==> src/rtl/irom_fetch_pkg.sv <==
// Shared types and defaults for the instruction-ROM fetch unit.
// Fetch FSM state encodings and default widths.
package irom_fetch_pkg;

    localparam int WORD_W        = 32;
    localparam int AW_DEF        = 8;
    localparam int FIFO_LOG2_DEF = 2;
    localparam int TIMEOUT_DEF   = 15;

    typedef enum logic [1:0] {
        ST_IDLE  = 2'd0,
        ST_REQ   = 2'd1,
        ST_DRAIN = 2'd2
    } fetch_state_e;

endpackage

==> src/rtl/irom_fetch_fifo.sv <==
// Prefetch FIFO for irom_fetch: register array, synchronous flush, occupancy count.
// The head is read straight out of the register array, so outputs come from flops.
module irom_fetch_fifo #(
    parameter int W    = 40,
    parameter int LOG2 = 2
) (
    input  logic            clk,
    input  logic            rst_n,
    input  logic            flush,
    input  logic            push,
    input  logic [W-1:0]    push_data,
    input  logic            pop,
    output logic [W-1:0]    head_data,
    output logic            head_valid,
    output logic [LOG2:0]   count
);

    localparam int            DEPTH = 2 ** LOG2;
    localparam logic [LOG2:0] FULL  = (LOG2 + 1)'(DEPTH);

    logic [W-1:0]    mem [DEPTH];
    logic [LOG2-1:0] wptr, rptr;
    logic            do_push, do_pop;

    assign do_pop     = pop && (count != '0);
    // A pop in the same cycle frees the slot, so a push at full is still legal.
    assign do_push    = push && ((count != FULL) || do_pop);
    assign head_valid = (count != '0);
    assign head_data  = mem[rptr];

    always_ff @(posedge clk or negedge rst_n) begin
        if (!rst_n) begin
            for (int i = 0; i < DEPTH; i++) mem[i] <= '0;
            wptr  <= '0;
            rptr  <= '0;
            count <= '0;
        end else if (flush) begin
            wptr  <= '0;
            rptr  <= '0;
            count <= '0;
        end else begin
            if (do_push) begin
                mem[wptr] <= push_data;
                wptr      <= wptr + 1'b1;
            end
            if (do_pop) rptr <= rptr + 1'b1;
            count <= count + {{LOG2{1'b0}}, do_push} - {{LOG2{1'b0}}, do_pop};
        end
    end

endmodule

==> src/rtl/irom_fetch.sv <==
// Wishbone read initiator streaming ROM words into a prefetch FIFO with redirect support.
// Optional bus timeout when IROM_FETCH_TIMEOUT_EN is defined; otherwise err is tied low.
module irom_fetch
    import irom_fetch_pkg::*;
#(
    parameter int AW        = AW_DEF,
    parameter int FIFO_LOG2 = FIFO_LOG2_DEF,
    parameter int TIMEOUT   = TIMEOUT_DEF
) (
    input  logic              clk,
    input  logic              rst_n,
    output logic [AW-1:0]     wb_addr,
    input  logic [WORD_W-1:0] wb_rdata,
    output logic              wb_cyc,
    input  logic              wb_ack,
    input  logic              jmp_valid,
    input  logic [AW-1:0]     jmp_addr,
    output logic              ins_valid,
    output logic [WORD_W-1:0] ins_data,
    output logic [AW-1:0]     ins_pc,
    input  logic              ins_ready,
    output logic              err
);

    localparam logic [FIFO_LOG2:0] DEPTH = (FIFO_LOG2 + 1)'(2 ** FIFO_LOG2);

    if (TIMEOUT < 1) begin : g_bad_timeout
        $error("irom_fetch: TIMEOUT must be at least 1");
    end

    fetch_state_e              state;
    logic [AW-1:0]             pc;
    logic [FIFO_LOG2:0]        fifo_count;
    logic [WORD_W+AW-1:0]      head;
    logic                      push, pop, has_credit, tmo_hit;

    // A redirect flushes the FIFO, so neither the acked word nor a pop survives it.
    assign push       = (state == ST_REQ) && wb_ack && !jmp_valid;
    assign pop        = ins_valid && ins_ready && !jmp_valid;
    assign has_credit = (fifo_count < DEPTH);
    assign ins_data   = head[WORD_W+AW-1:AW];
    assign ins_pc     = head[AW-1:0];

    irom_fetch_fifo #(
        .W    (WORD_W + AW),
        .LOG2 (FIFO_LOG2)
    ) u_fifo (
        .clk        (clk),
        .rst_n      (rst_n),
        .flush      (jmp_valid),
        .push       (push),
        .push_data  ({wb_rdata, wb_addr}),
        .pop        (pop),
        .head_data  (head),
        .head_valid (ins_valid),
        .count      (fifo_count)
    );

`ifdef IROM_FETCH_TIMEOUT_EN
    localparam int TW = ($clog2(TIMEOUT + 1) > 4) ? $clog2(TIMEOUT + 1) : 4;

    logic [TW-1:0] tmo_cnt;

    assign tmo_hit = wb_cyc && !wb_ack && (tmo_cnt == TW'(TIMEOUT - 1));

    always_ff @(posedge clk or negedge rst_n) begin
        if (!rst_n) begin
            tmo_cnt <= '0;
            err     <= 1'b0;
        end else begin
            if (!wb_cyc || wb_ack || tmo_hit) tmo_cnt <= '0;
            else                              tmo_cnt <= tmo_cnt + 1'b1;
            if (tmo_hit) err <= 1'b1;
        end
    end
`else
    assign tmo_hit = 1'b0;
    assign err     = 1'b0;
`endif

    always_ff @(posedge clk or negedge rst_n) begin
        if (!rst_n) begin
            state   <= ST_IDLE;
            wb_cyc  <= 1'b0;
            wb_addr <= '0;
            pc      <= '0;
        end else begin
            if (jmp_valid) pc <= jmp_addr;
            case (state)
                ST_IDLE: begin
                    if (!jmp_valid && has_credit) begin
                        state   <= ST_REQ;
                        wb_cyc  <= 1'b1;
                        wb_addr <= pc;
                    end
                end
                ST_REQ: begin
                    if (wb_ack) begin
                        state  <= ST_IDLE;
                        wb_cyc <= 1'b0;
                        if (!jmp_valid) pc <= pc + AW'(1);
                    end else if (tmo_hit) begin
                        // Abort; pc is untouched so the same address is retried.
                        state  <= ST_IDLE;
                        wb_cyc <= 1'b0;
                    end else if (jmp_valid) begin
                        state <= ST_DRAIN;
                    end
                end
                ST_DRAIN: begin
                    if (wb_ack || tmo_hit) begin
                        state  <= ST_IDLE;
                        wb_cyc <= 1'b0;
                    end
                end
                default: begin
                    state  <= ST_IDLE;
                    wb_cyc <= 1'b0;
                end
            endcase
        end
    end

endmodule

==> config.mk <==
export PLATFORM = sky130hd
export DESIGN_NAME = irom_fetch
export DESIGN_NICKNAME = d
export VERILOG_FILES = /design/src/rtl/irom_fetch_pkg.sv /design/src/rtl/irom_fetch_fifo.sv /design/src/rtl/irom_fetch.sv
export SDC_FILE = /design/constraint.sdc
export NUM_CORES = 1
export LEC_CHECK = 0
export ABC_AREA = 1
export BUFFER_PORTS_ARGS = -buffer_cell sky130_fd_sc_hd__buf_2
export CELL_PAD_IN_SITES_DETAIL_PLACEMENT = 1
export CELL_PAD_IN_SITES_GLOBAL_PLACEMENT = 1
export CORE_UTILIZATION = 40
export CTS_BUF_LIST = sky130_fd_sc_hd__clkbuf_4 sky130_fd_sc_hd__clkbuf_8
export DETAILED_ROUTE_END_ITERATION = 7
export PLACE_DENSITY = 0.77
export SLEW_MARGIN = 30
export SYNTH_ARGS = -nofsm -noshare
export SYNTH_HDL_FRONTEND = slang
export SYNTH_SLANG_ARGS = --single-unit
export TNS_END_PERCENT = 50
==> constraint.sdc <==
create_clock -name clk -period 2.75 [get_ports clk]
set_input_delay 0.275 -clock clk [delete_from_list [all_inputs] [get_ports clk]]
set_output_delay 0.275 -clock clk [all_outputs]
set_load 0.02 [all_outputs]
# After elaboration in Yosys (flattened, before gate mapping)
# Index checks and enable logic that the tools add are counted.
[word_totals]
reg_bits = 186
input_bits = 45
output_inout_bits = 51
wordCells = 72
[op_classes]
n_addsub = 5
magnitude_cmp = 4
n_eq_ne = 7
n_mux = 23
bitwise = 3
reduce_logical = 19
[ops]
columns = ["cell", "n"]
rows = [
  ["bitwise mux 160 bit", 1],
  ["two-way mux 40 bit", 3],
  ["binary-select mux 40 bit (select 2 bit)", 1],
  ["demux 40 bit (select 2 bit)", 1],
  ["two-way mux 8 bit", 4],
  ["two-way mux 2 bit", 8],
  ["adder 8 x 1 -> 8 bit (second input constant)", 1],
  ["logical AND 1 bit", 8],
  ["greater-or-equal comparator 3 bit (second input constant)", 2],
  ["inequality test 3 bit (second input constant)", 2],
  ["NOT 2 -> 3 bit", 2],
  ["case mux 2 bit (3 select lines)", 1],
  ["AND reduction 2 bit", 3],
  ["adder 2 x 1 -> 2 bit (second input constant)", 2],
  ["inequality test 2 bit (second input constant)", 2],
  ["nonzero test 2 bit", 2],
  ["adder 3 x 1 -> 3 bit", 1],
  ["< comparator 3 x 1 -> 1 bit (second input constant)", 1],
  ["< comparator 3 bit (second input constant)", 1],
  ["two-way mux 3 bit", 1],
  ["AND reduction 3 bit", 1],
  ["nonzero test 3 bit", 1],
  ["subtractor 3 x 1 -> 3 bit", 1],
  ["== test 2 x 1 -> 1 bit (second input constant)", 1],
  ["other kinds (9)", 10],
]

# Depth between registers and ports, before layout
[logic_depth]
depth_word = 9
ltp_mapped = 11
depth_no_buf = 11

# Cells and area by module
# A second synthesis with hierarchy kept.
[unflattened]
hier_cells = 1120
hier_area_um2 = 9182.6
[modules_own_cells]
columns = ["module", "instances", "cells_each", "area_each_um2", "seq_area_each_um2"]
rows = [
  ["irom_fetch_fifo", 1, 992, 8137.8, 4179.0],
  ["irom_fetch", 1, 128, 1044.8, 475.5],
]

# Least setup slack after synthesis
# No wires, ideal clock.
[synth_timing]
kind = "reg-to-reg"
start = "register state[1]"
end = "register u_fifo.count[2]"
setup_ps = 132
t_arrival_ps = 1880
slack_ps = 739
path_stages_with_launch = 12
path_cell_list = "dfrtp_1 inv_1 ha_1 nand2_4 nor2_8 nand2_1 inv_1 ha_1 inv_1 fa_1 xor2_1 nor2_1"
[synth_between]
elab_chain_len = 7
[synth_lines]
columns = ["element", "line_no", "source"]
rows = [
  ["from (decl)", "irom_fetch.sv:31", "fetch_state_e state;"],
  ["from (signal assigned)", "irom_fetch.sv:83", "state <= ST_IDLE;"],
  ["from (signal assigned)", "irom_fetch.sv:92", "state <= ST_REQ;"],
  ["from (signal assigned)", "irom_fetch.sv:99", "state <= ST_IDLE;"],
  ["== test 2 x 1 -> 1 bit", "irom_fetch.sv:38", "assign push = (state == ST_REQ) && wb_ack && !jmp_valid;"],
  ["logical AND 1 bit (2 in a row)", "irom_fetch.sv:38", ""],
  ["logical AND 1 bit", "irom_fetch_fifo.sv:27", "assign do_push = push && ((count != FULL) || do_pop);"],
  ["adder 3 x 1 -> 3 bit", "irom_fetch_fifo.sv:47", "count <= count + {{LOG2{1'b0}}, do_push} - {{LOG2{1'b0}}, do_pop};"],
  ["subtractor 3 x 1 -> 3 bit", "irom_fetch_fifo.sv:47", ""],
  ["two-way mux 3 bit", "irom_fetch_fifo.sv:37", "end else if (flush) begin"],
  ["to (signal assigned)", "irom_fetch_fifo.sv:47", ""],
  ["to (decl)", "irom_fetch_fifo.sv:15", "output logic [LOG2:0] count"],
]
# No other way between the ends.
# A chain may end at the register's enable or synchronous reset.

# Final worst setup path
[layout_timing]
start = "register u_fifo.rptr[0]"
end = "output port ins_data[3]"
[layout_between]
elab_chain_len = 4
[layout_lines]
columns = ["element", "line_no", "source"]
rows = [
  ["from (decl)", "irom_fetch_fifo.sv:22", "logic [LOG2-1:0] wptr, rptr;"],
  ["from (signal assigned)", "irom_fetch_fifo.sv:46", "if (do_pop) rptr <= rptr + 1'b1;"],
  ["NOT 2 -> 3 bit (implied by the code)", "irom_fetch_fifo.sv:29", "assign head_data = mem[rptr];"],
  ["binary-select mux 40 bit (select 2 bit)", "irom_fetch_fifo.sv:29", ""],
  ["two-way mux 40 bit (implied by the code) (2 in a row)", "irom_fetch_fifo.sv:29", ""],
  ["to (decl)", "irom_fetch.sv:19", "output logic [WORD_W-1:0] ins_data,"],
]
# No other way between the ends. The select of a mux whose other input is x is not followed.

==> flow_summary.json <==
{
  "place_congestion": 0.752,
  "maxSlewViolCount": 0,
  "finalSetupTns_ps": 0,
  "wl_met2_um": 9820,
  "period_needed_ps": 2300,
  "hold-path-endpoint": "pc[3]",
  "grt_first_pass_wirelength_um": 35800,
  "dr.pass1.iters": 5,
  "ys_warn_count": 0,
  "synth_area_leaders": "dfrtp_1 54%, nand2_1 8.9%, o21ai_1 7.1%",
  "antenna_cells": 0,
  "synth-async-reset-ratio_pct": 100,
  "port-buffer-count": 94,
  "cp_max_fo": 46,
  "clockBufferDepth": 2,
  "start_kind": "flop",
  "peakVddDrop_uv": 511,
  "numCtsBuffers": 17,
  "syn-num-nets": 1003,
  "synth_seq_cells": 186,
  "syn_inst": 947,
  "reg2regPathDepth": 11,
  "ys.flop_type": "dfrtp_1",
  "overflow": 0,
  "crit_type": "reg -> out",
  "met1_length_um": 10400,
  "clock_latency_ps": 460,
  "grt_pass1_vias": 7060,
  "die_area_um2": 22000,
  "clkTransAtPathRegs_ps": 90,
  "core_um2": 21000,
  "initial_utilization_pct": 40.7,
  "final-setup-viol-count": 0,
  "routed-wl-met3_um": 552,
  "arrival_ps": 2030,
  "hold_path_depth": 3,
  "synth_top_area_cell": "dfrtp_1",
  "r2r-start": "state[1]",
  "reg2reg_to": "u_fifo.count[2]",
  "drt_iter0_drc": 378,
  "synth_top_area_share_pct": 54.4,
  "drive_above_1_share_pct": 18.4,
  "wl_um": 21000,
  "h-tree-depth": 4,
  "grt_usage_pct": 20.6,
  "leakage_nw": 4.72,
  "synth_cell_type_count": 26,
  "hold_viol": 0,
  "die_width_um": 148,
  "fin_ws_ps": 446,
  "ys_seq_area_share_pct": 54.4,
  "regToRegSetupSlack_ps": 480,
  "top_layer": "met4",
  "post-place-ws_ps": 502,
  "die_h_um": 148,
  "drc_errors": 0,
  "avgSynthCellArea_um2": 9.03,
  "grt_max_degree": 82,
  "p_total_mw": 10.1,
  "fmax_ghz": 0.434,
  "slew_headroom_pct": 56.2,
  "cts_root_buffer": "clkbuf_8",
  "num_vias": 6639,
  "netlist_area_um2": 8560,
  "rows": 53,
  "status": "finished clean",
  "fin_crit_sh_pct": 83.8,
  "synthToLayoutAreaGrowth_pct": 11.7,
  "end_kind": "output pin",
  "ioPinCount": 96,
  "skew_ps": 7.64,
  "ant_nets": 0,
  "rsz0062_at_grt": "false",
  "vias_per_cell": 5.08,
  "worst_pin_slew_ps": 656,
  "antenna_found_initial": 0,
  "hpwl_um": 13300,
  "hold_path_startpoint": "jmp_addr[3]",
  "hold_path.class": "in -> reg",
  "drv_cap": 0,
  "cts_sinks": 186,
  "cp_data_required_time_ps": 2480,
  "power_density_nw_per_um2": 1060,
  "fin_nets": 1075,
  "cts_tree": "yes",
  "synth_edf_count": 0,
  "wl_per_cell_um": 16.1
}
[worst max-delay path by stage]
| stage | from | end | depth (start not counted) |
|---|---|---|---|
| 2_1_floorplan | state[1] | u_fifo.count[2] | 11 |
| 3_5_place_dp | state[1] | u_fifo.count[2] | 11 |
| 6_report | u_fifo.rptr[0] | ins_data[3] | 5 |
| 4_1_cts | u_fifo.rptr[0] | ins_data[3] | 5 |
| 3_3_place_gp | state[1] | u_fifo.count[2] | 11 |
| 5_1_grt | state[1] | u_fifo.count[2] | 11 |
[routing by layer]
layer  track usage, %  vias up
met4             5.00        0
li1                 -     3271
met3             3.71       22
met1             28.3     3264
met2             33.8       82
met5                0        -
[cells in the mapped netlist (2+ instances only)]
master / instances
nor2_1: 95
buf_4: 6
nand2_1: 202
ha_1: 10
clkbuf_8: 3
buf_6: 25
clkbuf_1: 26
inv_1: 61
buf_2: 2
o22ai_1: 41
dfrtp_1: 186
nand3_1: 9
o21ai_1: 121
o21ai_0: 101
xor2_1: 2
a21oi_1: 6
nand3_4: 4
o21ai_2: 39
[layout by cell type, fill, tap and decap left out, types with 2 or more instances in the layout]
master and count:
nand2_1 202, dfrtp_1 185, o21ai_1 121, o21ai_0 101, nor2_1 95, buf_2 93, inv_1 61, o22ai_1 41
o21ai_2 39, clkbuf_8 20, buf_4 11, ha_1 10, nand3_1 9, a21oi_1 6, buf_12 6, nand3_4 4
clkinv_2 4, dlygate4sd3_1 4, clkbuf_4 3, bufinv_16 3, xor2_1 2
[kinds of logic after synthesis]
logic type	share of synthesized area, %
fa+ha+maj	1.70
simple gates	14.9
compound gates	20.3
xor+xnor	0.307
buf+inv	8.28
flops	54.4
other cells	0.0438
[per-stage QoR]
step	utilization (%)	cell area, um2	instances	hold slack [ps]
global route	45.5	9560	1306	16.1
floorplan	-	8560	947	-20.6
CTS	45.5	9560	1306	0.243
detailed placement	43.3	9100	1271	318
global placement	43.3	9100	1271	318
finish	45.5	9560	1306	22.5
[worst max-delay path: stages (launching register included)]
cell,delay [ps]
dfrtp_2,440
inv_2,60
buf_4,420
o21ai_0,140
o22ai_1,270
buf_2,230
[area by class of cell]
class                           instances  area (um2)
Inverter                               62         233
Clock inverter                          8         118
Multi-Input combinational cell        637        3190
Tap cell                              275         344
Timing Repair Buffer                  115         719
Fill cell                            2467       11500
Clock buffer                           23         298
Sequential cell                       186        4660
[sequential cells by signal, summed over array words and instances, names as in the netlist]
| signal | flops |
|---|---|
| wb_cyc | 1 |
| pc | 8 |
| u_fifo.count | 3 |
| u_fifo.wptr | 2 |
| wb_addr | 8 |
| u_fifo.mem | 160 |
| u_fifo.rptr | 2 |
| state | 2 |
[report_power, final]
part           internal [mW]  switching (mW)
registers               3.51           0.451
logic                   1.43            2.79
clock network          0.992           0.955
[repair_timing]
item,CTS,global route
buffers inserted,0,0
gates resized for setup,0,0
endpoints found under the hold margin,64,0
hold buffers,4,0
(Power assumes the default switching activity.)
